## src/rtl/nms_window_scheduler.sv

```systemverilog
// Frame controller for the 5x5 NMS stage: raster-walks window centres, meters
// in-flight windows against a credit pool and buffers feature hits in a FWFT FIFO.
module nms_window_scheduler #(
    parameter int IMG_W      = 64,
    parameter int IMG_H      = 48,
    parameter int DATA_WIDTH = 46,
    parameter int DEPTH      = 4
) (
    input  logic                  clk,
    input  logic                  rst_n,
    input  logic                  start,
    input  logic [DATA_WIDTH-1:0] cfg_threshold,
    output logic [DATA_WIDTH-1:0] nms_threshold,
    output logic                  win_req_valid,
    output logic [15:0]           win_req_addr,
    input  logic                  win_req_ready,
    output logic                  nms_ready,
    input  logic                  feat_valid,
    input  logic                  feat_isfeature,
    input  logic [15:0]           feat_addr,
    output logic                  out_valid,
    output logic [15:0]           out_addr,
    input  logic                  out_ready,
    output logic                  busy,
    output logic                  done,
    output logic [15:0]           feature_count,
    output logic                  err_unexpected
);

    localparam int PW = (DEPTH > 1) ? $clog2(DEPTH) : 1;
    localparam int CW = $clog2(DEPTH) + 1;
    localparam logic [7:0]    LAST_COL  = 8'(IMG_W - 3);
    localparam logic [7:0]    LAST_ROW  = 8'(IMG_H - 3);
    localparam logic [7:0]    FIRST_POS = 8'd2;
    localparam logic [CW:0]   DEPTH_C   = (CW + 1)'(DEPTH);

    typedef enum logic [1:0] {
        S_IDLE,
        S_SCAN,
        S_DRAIN,
        S_DONE
    } state_t;

    state_t                  state_q, state_d;
    logic [DATA_WIDTH-1:0]   thr_q, thr_d;
    logic [7:0]              row_q, row_d;
    logic [7:0]              col_q, col_d;
    logic [CW-1:0]           inflight_q, inflight_d;
    logic [CW-1:0]           fifo_count_q, fifo_count_d;
    logic [PW-1:0]           wr_ptr_q, wr_ptr_d;
    logic [PW-1:0]           rd_ptr_q, rd_ptr_d;
    logic [15:0]             feat_cnt_q, feat_cnt_d;
    logic                    err_q, err_d;
    logic [15:0]             mem_q [DEPTH];

    logic credit_ok;
    logic start_fire;
    logic req_fire;
    logic ret;
    logic push;
    logic pop;
    logic at_last;

    always_comb begin
        credit_ok  = (state_q == S_SCAN) &&
                     (({1'b0, inflight_q} + {1'b0, fifo_count_q}) < DEPTH_C);
        start_fire = (state_q == S_IDLE) && start;
        req_fire   = credit_ok && win_req_ready;
        ret        = feat_valid && (inflight_q != '0);
        push       = ret && feat_isfeature;
        pop        = (fifo_count_q != '0) && out_ready;
        at_last    = (row_q == LAST_ROW) && (col_q == LAST_COL);
    end

    always_comb begin
        state_d = state_q;
        unique case (state_q)
            S_IDLE:  if (start) state_d = S_SCAN;
            S_SCAN:  if (req_fire && at_last) state_d = S_DRAIN;
            S_DRAIN: if ((inflight_q == '0) && (fifo_count_q == '0)) state_d = S_DONE;
            S_DONE:  state_d = S_IDLE;
            default: state_d = S_IDLE;
        endcase
    end

    always_comb begin
        thr_d        = thr_q;
        row_d        = row_q;
        col_d        = col_q;
        inflight_d   = inflight_q;
        fifo_count_d = fifo_count_q;
        wr_ptr_d     = wr_ptr_q;
        rd_ptr_d     = rd_ptr_q;
        feat_cnt_d   = feat_cnt_q;
        err_d        = err_q;

        if (start_fire) begin
            thr_d      = cfg_threshold;
            row_d      = FIRST_POS;
            col_d      = FIRST_POS;
            feat_cnt_d = '0;
            err_d      = 1'b0;
        end else if (req_fire) begin
            if (col_q == LAST_COL) begin
                col_d = FIRST_POS;
                row_d = row_q + 8'd1;
            end else begin
                col_d = col_q + 8'd1;
            end
        end

        // Issue and return cancel each other; likewise push and pop.
        case ({req_fire, ret})
            2'b10:   inflight_d = inflight_q + CW'(1);
            2'b01:   inflight_d = inflight_q - CW'(1);
            default: inflight_d = inflight_q;
        endcase
        case ({push, pop})
            2'b10:   fifo_count_d = fifo_count_q + CW'(1);
            2'b01:   fifo_count_d = fifo_count_q - CW'(1);
            default: fifo_count_d = fifo_count_q;
        endcase
        if (push) wr_ptr_d = wr_ptr_q + PW'(1);
        if (pop)  rd_ptr_d = rd_ptr_q + PW'(1);

        if (push && (feat_cnt_q != 16'hFFFF)) feat_cnt_d = feat_cnt_q + 16'd1;
        if (feat_valid && (inflight_q == '0)) err_d = 1'b1;
    end

    always_ff @(posedge clk or negedge rst_n) begin
        if (!rst_n) begin
            state_q      <= S_IDLE;
            thr_q        <= '0;
            row_q        <= '0;
            col_q        <= '0;
            inflight_q   <= '0;
            fifo_count_q <= '0;
            wr_ptr_q     <= '0;
            rd_ptr_q     <= '0;
            feat_cnt_q   <= '0;
            err_q        <= 1'b0;
        end else begin
            state_q      <= state_d;
            thr_q        <= thr_d;
            row_q        <= row_d;
            col_q        <= col_d;
            inflight_q   <= inflight_d;
            fifo_count_q <= fifo_count_d;
            wr_ptr_q     <= wr_ptr_d;
            rd_ptr_q     <= rd_ptr_d;
            feat_cnt_q   <= feat_cnt_d;
            err_q        <= err_d;
        end
    end

    // Storage is not reset; out_addr is gated so stale entries never leak out.
    always_ff @(posedge clk) begin
        if (push) mem_q[wr_ptr_q] <= feat_addr;
    end

    assign nms_threshold  = thr_q;
    assign win_req_valid  = credit_ok;
    assign nms_ready      = credit_ok;
    assign win_req_addr   = {row_q, col_q};
    assign out_valid      = (fifo_count_q != '0);
    assign out_addr       = out_valid ? mem_q[rd_ptr_q] : 16'h0000;
    assign busy           = (state_q == S_SCAN) || (state_q == S_DRAIN);
    assign done           = (state_q == S_DONE);
    assign feature_count  = feat_cnt_q;
    assign err_unexpected = err_q;

endmodule
```

## config.mk

```make
export PLATFORM = sky130hd
export DESIGN_NAME = nms_window_scheduler
export DESIGN_NICKNAME = d
export VERILOG_FILES = /design/src/rtl/nms_window_scheduler.sv
export SDC_FILE = /design/constraint.sdc
export NUM_CORES = 1
export LEC_CHECK = 0
export CAP_MARGIN = 20
export CORE_MARGIN = 1.5
export CORE_UTILIZATION = 60
export DETAILED_ROUTE_END_ITERATION = 12
export DONT_BUFFER_PORTS = 1
export PLACE_DENSITY = 0.74
export SKIP_CTS_REPAIR_TIMING = 1
export SLEW_MARGIN = 20
export SYNTH_ARGS = -nofsm -noshare
export SYNTH_HDL_FRONTEND = slang
export SYNTH_SLANG_ARGS = --single-unit
```

## constraint.sdc

```tcl
create_clock -name clk -period 3.1 [get_ports clk]
set_input_delay 0.62 -clock clk [delete_from_list [all_inputs] [get_ports clk]]
set_output_delay 0.62 -clock clk [all_outputs]
set_load 0.005 [all_outputs]
```

Word-level counts from Yosys, hierarchy flattened --
Memories as Yosys holds them, arrays and structs flattened. Index checks and enable logic that the tools add are counted.
Word-level totals: output and inout bits 100, memories 1, register bits 91, RAM bits 64, logic and storage cells 79
Cells by class: mux-type cells 19, equality and inequality tests 13, $add $sub $neg 10, reductions and logical operators 25, magnitude comparators 1
Memories:
- mem_q | words 4, width 16, read ports 1, clocked after memory_dff 0, wr ports 1, line 54 | logic [15:0] mem_q [DEPTH];
Operator list (number):
- $mux W16 | 3
- $mux W8 | 6
- $add A16 B1 Y16 const B | 1
- $add A8 B1 Y8 const B | 2
- $eq A8 B6 Y1 const B | 2
- $ne A16 B16 Y1 const B | 1
- $pmux W3 S2 | 2
- $reduce_bool A2 Y1 | 6
- $logic_and A1 B1 Y1 | 11
- $eq A2 B2 Y1 const B | 4
- $pmux W2 S4 | 1
- $add A3 B1 Y3 const B | 2
- $eq A2 B1 Y1 const B | 3
- $logic_not A3 Y1 | 2
- $mux W2 | 3
- $reduce_bool A3 Y1 | 2
- $sub A3 B1 Y3 const B | 2
- $add A2 B1 Y2 const B | 2
- $add A3 B3 Y4 | 1
- $lt A4 B3 Y1 const B | 1
- $mux W1 | 4
- $ne A2 B2 Y1 const B | 2
- $reduce_and A3 Y1 | 1
- $logic_not A2 Y1 | 1
- 3 further kinds | 3

Depth between registers and ports, before layout --
Gate-level depths: netlist of the first run.
depth after elaboration 7, depth in mapped cells 13, gate-level depth less buffers 11

Worst setup path before layout of the first run --
No wires, ideal clock.
path kind reg-to-reg, start register state_q[1], end register inflight_q[2], required time 3.021 ns, library setup time 0.079 ns, period minus slack after synthesis 2.510 ns, path slack 0.590 ns, path buffers 2, stages on the path, launching flop included 14, arrival 2.431 ns, cells stage by stage dfrtp_1 > inv_1 > ha_1 > nor4b_1 > and3_1 > buf_4 > inv_2 > clkbuf_1 > ha_1 > inv_1 > fa_1 > xor2_1 > nor2_1 > xor2_1
Between the ends: word-level cells in the longest chain between the ends 5, elaborated cells on any way between the ends 7, those cells by class eq/ne: 3; mux: 1; reduce/logical: 3
RTL lines:
- start: declaration | line 44 | state_t state_q, state_d;
- start signal: assignment | line 143 | state_q <= state_d;
- $eq A2 B1 Y1 * | line 65 | credit_ok = (state_q == S_SCAN) &&
- $logic_and A1 B1 Y1 * | line 65
- $logic_and A1 B1 Y1 * | line 68 | req_fire = credit_ok && win_req_ready;
- $eq A2 B1 Y1 / $eq A2 B2 Y1 (equally long branches) | line 113 | case ({req_fire, ret})
- $pmux W3 S2 / $reduce_bool A2 Y1 (equally long branches)
- end signal: assignment | line 147 | inflight_q <= inflight_d;
- end: declaration | line 48 | logic [CW-1:0] inflight_q, inflight_d;
Every way passes the cells marked *; elsewhere a longest branch is shown, timed or not. A chain may end at the register's enable or synchronous reset.

Worst setup path in the final report of the first run --
start register rd_ptr_q[0], end output port out_addr[7]
Between the ends: word-level cells in the longest chain between the ends 2
RTL lines:
- start: declaration | line 51 | logic [PW-1:0] rd_ptr_q, rd_ptr_d;
- start signal: assignment | line 150 | rd_ptr_q <= rd_ptr_d;
- $mem_v2 Z4 W16
- $mux W16 | line 166 | assign out_addr = out_valid ? mem_q[rd_ptr_q] : 16'h0000;
- end: declaration | line 22 | output logic [15:0] out_addr,
Every way passes these cells.

==> results of run 1 <==
-- worst max-delay path, delay by kind of cell, from the launching register on --
kind	cells	cell delay (ps)
flops	1	490
mux	1	550
simple gates	1	180
buf+inv	1	340
-- kinds of logic after synthesis --
| group | Yosys count | synth area share |
|---|---|---|
| buffers and inverters | 45 | 0.0286 |
| DFF | 155 | 0.622 |
| adders and majority gates | 20 | 0.0393 |
| muxes | 19 | 0.0580 |
| and+or+nand+nor | 282 | 0.189 |
| xor gates and xnor gates | 16 | 0.0208 |
| AOI/OAI and AO/OA | 44 | 0.0417 |
-- sequential cells by signal, indices dropped and copies added (netlist names) --
register and count:
err_unexpected 1, col_q 8, feature_count 16, mem_q 64
inflight_q 3, nms_threshold 46, fifo_count_q 3, wr_ptr_q 2
rd_ptr_q 2, state_q 2, row_q 8
-- power by group --
group	leakage (nW)	internal, W	switching, W
Sequential	1.81	0.00236	0.000233
Clock	0.280	0.00117	0.000807
Combinational	1.13	0.000517	0.000578
Total	3.22	0.00405	0.00162
-- layout by cell type, fill, tap and decap left out, types with 6 or more instances in the layout --
cell / Yosys / final
sky130_fd_sc_hd__nor2_1: 24 / 24
sky130_fd_sc_hd__nor3_1: 7 / 7
sky130_fd_sc_hd__o21ai_0: 14 / 14
sky130_fd_sc_hd__a21oi_1: 13 / 13
sky130_fd_sc_hd__xor2_1: 8 / 8
sky130_fd_sc_hd__and2_1: 25 / 24
sky130_fd_sc_hd__nand3_1: 22 / 22
sky130_fd_sc_hd__inv_1: 17 / 17
sky130_fd_sc_hd__nand4_1: 6 / 6
sky130_fd_sc_hd__dfrtp_1: 91 / 91
sky130_fd_sc_hd__mux4_2: 16 / 16
sky130_fd_sc_hd__nand2_1: 169 / 169
sky130_fd_sc_hd__ha_1: 18 / 18
sky130_fd_sc_hd__clkbuf_16: 0 / 16
sky130_fd_sc_hd__edfxtp_1: 64 / 64
sky130_fd_sc_hd__xnor2_1: 8 / 8
sky130_fd_sc_hd__or3_1: 6 / 6
-- how the worst max path moves through the flow --
| stage | start | end | slack [ps] | depth (start not counted) |
|---|---|---|---|---|
| final | rd_ptr_q[0] | out_addr[7] | 410 | 3 |
| after global routing | rd_ptr_q[0] | out_addr[8] | 280 | 3 |
| after detailed placement | inflight_q[2] | inflight_q[2] | 530 | 10 |
| after global placement | inflight_q[2] | inflight_q[2] | 630 | 10 |
| after CTS | rd_ptr_q[0] | out_addr[7] | 340 | 3 |
| after floorplan | state_q[1] | inflight_q[2] | 590 | 13 |
-- metrics by stage --
| stage | std cells | worst slack [ps] | utilization | hold WS (ps) |
|---|---|---|---|---|
| finish | 731 | 406 | 0.682 | 1.39 |
| detailed placement | 698 | 533 | 0.627 | 326 |
| CTS | 730 | 342 | 0.680 | -224 |
| global placement | 698 | 633 | 0.627 | 326 |
| global route | 731 | 275 | 0.682 | 20.7 |
| floorplan | 581 | 590 | - | 324 |
-- metal layers --
| metal | wire length, microns | global-route usage | up-vias |
|---|---|---|---|
| li1 | - | - | 1996 |
| met1 | 5350 | 0.291 | 1985 |
| met2 | 6580 | 0.384 | 197 |
| met3 | 1070 | 0.0807 | 15 |
| met4 | 186 | 0.0799 | 0 |
| met5 | 0 | 0 | - |
-- layout make-up --
cell class                      count  area (sq um)  share of cell area
Clock buffer                       19           432              0.0581
Clock inverter                     13           143              0.0192
Inverter                           18          67.6             0.00909
Multi-Input combinational cell    381          2360               0.317
Sequential cell                   155          4200               0.565
Tap cell                          140           175              0.0236
Timing Repair Buffer                5          57.6             0.00775
==> Flow_metrics.wiki, run 1 <==
{| class="wikitable"
! Metric !! Value
|-
| ANT nets after route || 0
|-
| DR DRC count || 0
|-
| Critical-path top delay cell || sky130_fd_sc_hd__mux4_2
|-
| Worst Path Required || 2480 ps
|-
| Critical path's largest stage delay || 550 ps
|-
| Final hold vios || 0
|-
| Number of buffers between clock root and the deepest sink || 2
|-
| Cell type contributing the most total cell area after synthesis || sky130_fd_sc_hd__dfrtp_1
|-
| Count of distinct cell types in the synthesized netlist || 46
|-
| CP Launch Type || register
|-
| Routed len/inst || 18.0 microns
|-
| Die Area || 11,900 sq um
|-
| Slew @ Worst Pin || 954 ps
|-
| Die width || 109 microns
|-
| Total via count after detailed routing || 4,193
|-
| Synthesized area per cell || 11.6 sq um
|-
| Number of warnings issued by yosys || 0
|-
| Number of global-route vias before repair || 4,236
|-
| Clock tree from TritonCTS || built
|-
| Leakage power figure || 3.22 nW
|-
| Remaining global-route overflow || 0
|-
| Maximum number of pins on one net before global-route repair || 92
|-
| Std-Cell Rows || 38
|-
| Data arrival at the endpoint of the critical path || 2070 ps
|-
| Gate count after technology mapping || 581
|-
| Unrepaired setup endpoints after global routing || no
|-
| Gp weighted congestion || 0.870
|-
| Share of Yosys cell area claimed by the top area cell type || 0.338
|-
| IO Count || 169
|-
| Number of antenna violations at the first check in global routing || 0
|-
| Total routed wirelength || 13.2 mm
|-
| Biggest fanout along the worst timing path || 14
|-
| Final HPWL from detailed placement || 8.86 mm
|-
| Ordered cell list for the critical path || buf_4 > mux4_2 > and2_1
|-
| Number of optimization iterations in the first detailed-route pass || 4
|-
| Path type of the worst setup path || register to output pin
|-
| Clock-pin transition on the worst setup and hold timing paths || 60 ps
|-
| Starting density of the core || 0.620
|-
| Total power density per cell area || 763 nW/um^2
|-
| Run status || finished clean
|-
| Headroom to the max-slew limit || 0.361
|-
| Filler cells || 782
|-
| Number of sinks driven by the clock tree || 155
|-
| Iter 0 DRT Violations || 276
|-
| Net total in the final layout || 667
|-
| R2r setup slk || 540 ps
|-
| Die Height || 109 microns
|-
| Final antenna diode count || 0
|-
| Worst reg2reg startpoint || inflight_q[2]
|-
| Area inside the core boundary || 10,900 sq um
|-
| Most common cell in the netlist || sky130_fd_sc_hd__nand2_1
|-
| Total of flip-flops plus latches after synthesis || 155
|-
| Per-cell via count in the routed design || 5.74
|-
| Max-cap violations || 0
|-
| All-layer global routing usage || 0.234
|-
| Reg-to-reg endpoint || inflight_q[2]
|-
| Layout Cell Area excl Fill || 7430 sq um
|-
| Class of the tightest hold or removal check || input pin to async pin
|-
| Share of synthesized registers carrying an async set or reset || 0.587
|-
| Number of H-tree branching levels || 4
|-
| Global-route wire length before repair || 20.9 mm
|-
| Final slew viol count || 0
|-
| Kind of end point of the critical path || output pin
|-
| Most used flip-flop cell after synthesis || sky130_fd_sc_hd__dfrtp_1
|-
| Largest cells by area after synthesis || sky130_fd_sc_hd__dfrtp_1 (34%), sky130_fd_sc_hd__edfxtp_1 (28%), sky130_fd_sc_hd__nand2_1 (9.4%)
|-
| Number of buffers added by the clock tree synthesis step || 17
|-
| Post-layout min period || 2690 ps
|-
| Sequential share of the synthesized area || 0.622
|-
| Final worst-path cycle share || 0.869
|-
| Clock Skew || 9.74 ps
|-
| Depth of the most critical reg-to-reg path || 10
|-
| Synthesis-to-layout area growth || 10.1%
|-
| Count of input and output buffers || 0
|-
| Post-synthesis net count || 670
|-
| Total negative slack || 0 ps
|-
| Largest vdd supply drop || 0.429 mV
|-
| Cell area reported after detailed placement || 6830 sq um
|-
| Root buffer cell || sky130_fd_sc_hd__clkbuf_8
|-
| Most numerous cell types in the synthesized netlist || sky130_fd_sc_hd__nand2_1 (169), sky130_fd_sc_hd__dfrtp_1 (91), sky130_fd_sc_hd__edfxtp_1 (64), sky130_fd_sc_hd__and2_1 (25), sky130_fd_sc_hd__nor2_1 (24)
|-
| Post-synth EDFFs || 64
|-
| Later-pin clock latency in the skew report || 510 ps
|-
| Final Setup Violations || 0
|-
| Fraction of final layout cells sized beyond drive strength 1 || 0.102
|-
| Post-layout power || 0.00567 W
|-
| Max Clock Freq || 0.371 GHz
|-
| Summed instance area of the synthesized netlist || 6750 sq um
|}
Note: power is estimated with default switching activity, not from simulation.
==> run 2, diff against run 1 <==
--- a/config.mk
+++ b/config.mk
@@ -11,7 +11,6 @@
 export DETAILED_ROUTE_END_ITERATION = 12
 export DONT_BUFFER_PORTS = 1
 export PLACE_DENSITY = 0.74
-export SKIP_CTS_REPAIR_TIMING = 1
 export SLEW_MARGIN = 20
 export SYNTH_ARGS = -nofsm -noshare
 export SYNTH_HDL_FRONTEND = slang
==> run 2 against run 1 <==
Against the previous run:
- final cell count did not move
- flip-flop and latch count did not move
- fmax barely moved
- largest cell class unchanged
- core utilization did not move
- worst setup slack barely moved
- wire length rose by 0.83%
- hold slack improved by 26 ps
- register-to-register slack barely moved
- via count rose by 0.24%
- sequential share of layout area did not move
- global-route usage rose by 0.14 points
- highest routed layer unchanged
- clock skew fell by 0.88 ps
==> Flow_metrics.wiki, run 2 (synthesis results as in run 1) <==
{| class="wikitable"
! Metric !! Value
|-
| Final worst-path cycle share || 0.869 (about the same)
|-
| Final antenna diode count || 0 (unchanged)
|-
| Stages on the worst setup path || 3 (unchanged)
|-
| Largest delay contributor family on the critical path || multiplexers
|-
| Number of H-tree branching levels || 4 (unchanged)
|-
| Clock Skew || 8.85 ps (-0.883 ps)
|-
| Largest vdd supply drop || 0.432 mV (+0.63%)
|-
| Count of input and output buffers || 0 (unchanged)
|-
| Number of optimization iterations in the first detailed-route pass || 4 (unchanged)
|-
| Later-pin clock latency in the skew report || 510 ps (about the same)
|-
| Most frequent cells in the layout || sky130_fd_sc_hd__nand2_1 (169), sky130_fd_sc_hd__dfrtp_1 (91), sky130_fd_sc_hd__edfxtp_1 (64)
|-
| Number of global-route vias before repair || 4,236 (unchanged)
|-
| Number of sinks driven by the clock tree || 155 (unchanged)
|-
| Flip-flop count of the largest register after layout || 64 (unchanged)
|-
| Leakage power figure || 3.22 nW (unchanged)
|-
| Die Height || 109 microns (unchanged)
|-
| Final critical-path setup slack || 406 ps (+0.322 ps)
|-
| CP Launch Type || register
|-
| Gp weighted congestion || 0.870 (unchanged)
|-
| Total power density per cell area || 764 nW/um^2 (about the same)
|-
| Critical-path top delay cell || sky130_fd_sc_hd__mux4_2
|-
| Total routed wirelength || 13.3 mm (+0.83%)
|-
| Most common cell after layout, fill and taps aside || sky130_fd_sc_hd__nand2_1
|-
| Worst Path Required || 2480 ps (about the same)
|-
| Routed len/inst || 18.2 microns (+0.83%)
|-
| Clock-pin transition on the worst setup and hold timing paths || 60 ps (about the same)
|-
| Per-cell via count in the routed design || 5.75 (+0.24%)
|-
| Final hold vios || 0 (unchanged)
|-
| Post-layout min period || 2690 ps (-0.322 ps)
|-
| Class of the tightest hold or removal check || input pin to async pin
|-
| Iter 0 DRT Violations || 243 (-12%)
|-
| Maximum number of pins on one net before global-route repair || 92 (unchanged)
|-
| Ordered cell list for the critical path || buf_4 > mux4_2 > and2_1
|-
| Die width || 109 microns (unchanged)
|-
| Smallest hold slack || 27.3 ps (+25.9 ps)
|-
| Data arrival at the endpoint of the critical path || 2070 ps (about the same)
|-
| Post-route met1 wirelength || 5.41 mm (+1.1%)
|-
| Post CTS Setup Buffer Count || 0
|-
| DR DRC count || 0 (unchanged)
|-
| Starting density of the core || 0.620 (unchanged)
|-
| Global-route wire length before repair || 21.0 mm (+0.50%)
|-
| Kind of end point of the critical path || output pin
|-
| Final HPWL from detailed placement || 8.86 mm (unchanged)
|-
| Path type of the worst setup path || register to output pin
|-
| Number of buffers between clock root and the deepest sink || 2 (unchanged)
|-
| Slew @ Worst Pin || 976 ps (+21.7 ps)
|-
| Total negative slack || 0 ps (unchanged)
|-
| Synthesis-to-layout area growth || 10.1% (unchanged)
|-
| Remaining global-route overflow || 0 (unchanged)
|-
| Max-cap violations || 0 (unchanged)
|-
| Biggest fanout along the worst timing path || 14 (unchanged)
|-
| Clock tree from TritonCTS || built
|-
| Std-Cell Rows || 38 (unchanged)
|-
| Number of antenna violations at the first check in global routing || 0 (unchanged)
|-
| Final Setup Violations || 0 (unchanged)
|-
| Max Clock Freq || 0.371 GHz (about the same)
|-
| Net total in the final layout || 667 (unchanged)
|-
| Total via count after detailed routing || 4,203 (+0.24%)
|-
| Detailed route wirelength on metal3 || 1.08 mm (+0.84%)
|-
| Fraction of final layout cells sized beyond drive strength 1 || 0.102 (unchanged)
|-
| Number of buffers added by the clock tree synthesis step || 17 (unchanged)
|-
| Run status || finished clean
|-
| Most flops, register || mem_q
|-
| Headroom to the max-slew limit || 0.346 (-0.0145)
|-
| Depth of the most critical reg-to-reg path || 10 (unchanged)
|-
| Total of hold buffers inserted after clock tree synthesis || 1
|-
| Unrepaired setup endpoints after global routing || no
|-
| Top routing layer in use || met4
|-
| Root buffer cell || sky130_fd_sc_hd__clkbuf_8
|-
| Area inside the core boundary || 10,900 sq um (unchanged)
|-
| All-layer global routing usage || 0.236 (+0.00137)
|-
| Worst path bufs/invs || 1 (unchanged)
|-
| Die Area || 11,900 sq um (unchanged)
|-
| ANT nets after route || 0 (unchanged)
|-
| Critical path's largest stage delay || 540 ps (about the same)
|-
| Met2 WL post-DR || 6.60 mm (+0.30%)
|-
| IO Count || 169 (unchanged)
|-
| Filler cells || 780 (-0.26%)
|-
| Final slew viol count || 0 (unchanged)
|-
| Worst Setup Slack post-DPL || 533 ps (unchanged)
|-
| Cts repair resizes || 0
|}
run 2: cell counts in the layout (fill, tap and decap cells not counted):
Identical to the previous run, type by type.
run 2: area by class of cell:
cell class / instances / area [sq um] / share of cell area
flip-flops and latches: 155 / 4200 / 0.565
multi-input cells: 381 / 2360 / 0.317
clock buffers: 19 / 432 / 0.0581
well taps: 140 / 175 / 0.0236
clock inverters: 13 / 143 / 0.0192
inverters: 18 / 67.6 / 0.00909
repair buffers: 5 / 57.6 / 0.00775
run 2: worst reg2reg max path, cell delays in order, from the launching register on:
cell	delay (ps)
sky130_fd_sc_hd__dfrtp_1	400
sky130_fd_sc_hd__ha_1	310
sky130_fd_sc_hd__nor4b_1	290
sky130_fd_sc_hd__and3_1	390
sky130_fd_sc_hd__inv_2	200
sky130_fd_sc_hd__ha_1	250
sky130_fd_sc_hd__inv_1	70
sky130_fd_sc_hd__fa_1	170
sky130_fd_sc_hd__xor2_1	150
sky130_fd_sc_hd__nor2_1	60
sky130_fd_sc_hd__xor2_1	140
run 2: path summary, 6_finish.rpt:
| path | slack, ps | start | end |
|---|---|---|---|
| setup / recovery | 410 | rd_ptr_q[0] | out_addr[7] |
| hold / removal | 30 | rst_n | inflight_q[2] |
| setup reg to reg | 550 | inflight_q[2] | inflight_q[2] |
| hold reg to reg | 500 | inflight_q[2] | inflight_q[2] |
| max in group asynchronous | 2750 | rst_n | nms_threshold[28] |
| min in group clk | 200 | feat_addr[15] | mem_q[3][15] |
run 2: layer usage:
layer	track usage	up-vias
met4	0.0836	0
met2	0.386	187
met1	0.292	2003
met3	0.0807	15
met5	0	-
li1	-	1998
run 2: report_power, final:
part	internal (W)	leakage (nW)	switching, W
combinational	0.000516	1.13	0.000575
sequential	0.00236	1.81	0.000235
clock	0.00117	0.280	0.000813
total	0.00405	3.22	0.00162
run 2: stage by stage:
stage,area [sq um],cells,utilization,total power (W)
2_1_floorplan,6750,581,-,0.00350
3_3_place_gp,6830,698,0.627,0.00367
3_5_place_dp,6830,698,0.627,0.00372
4_1_cts,7430,731,0.682,0.00574
5_1_grt,7430,731,0.682,0.00599
6_report,7430,731,0.682,0.00567
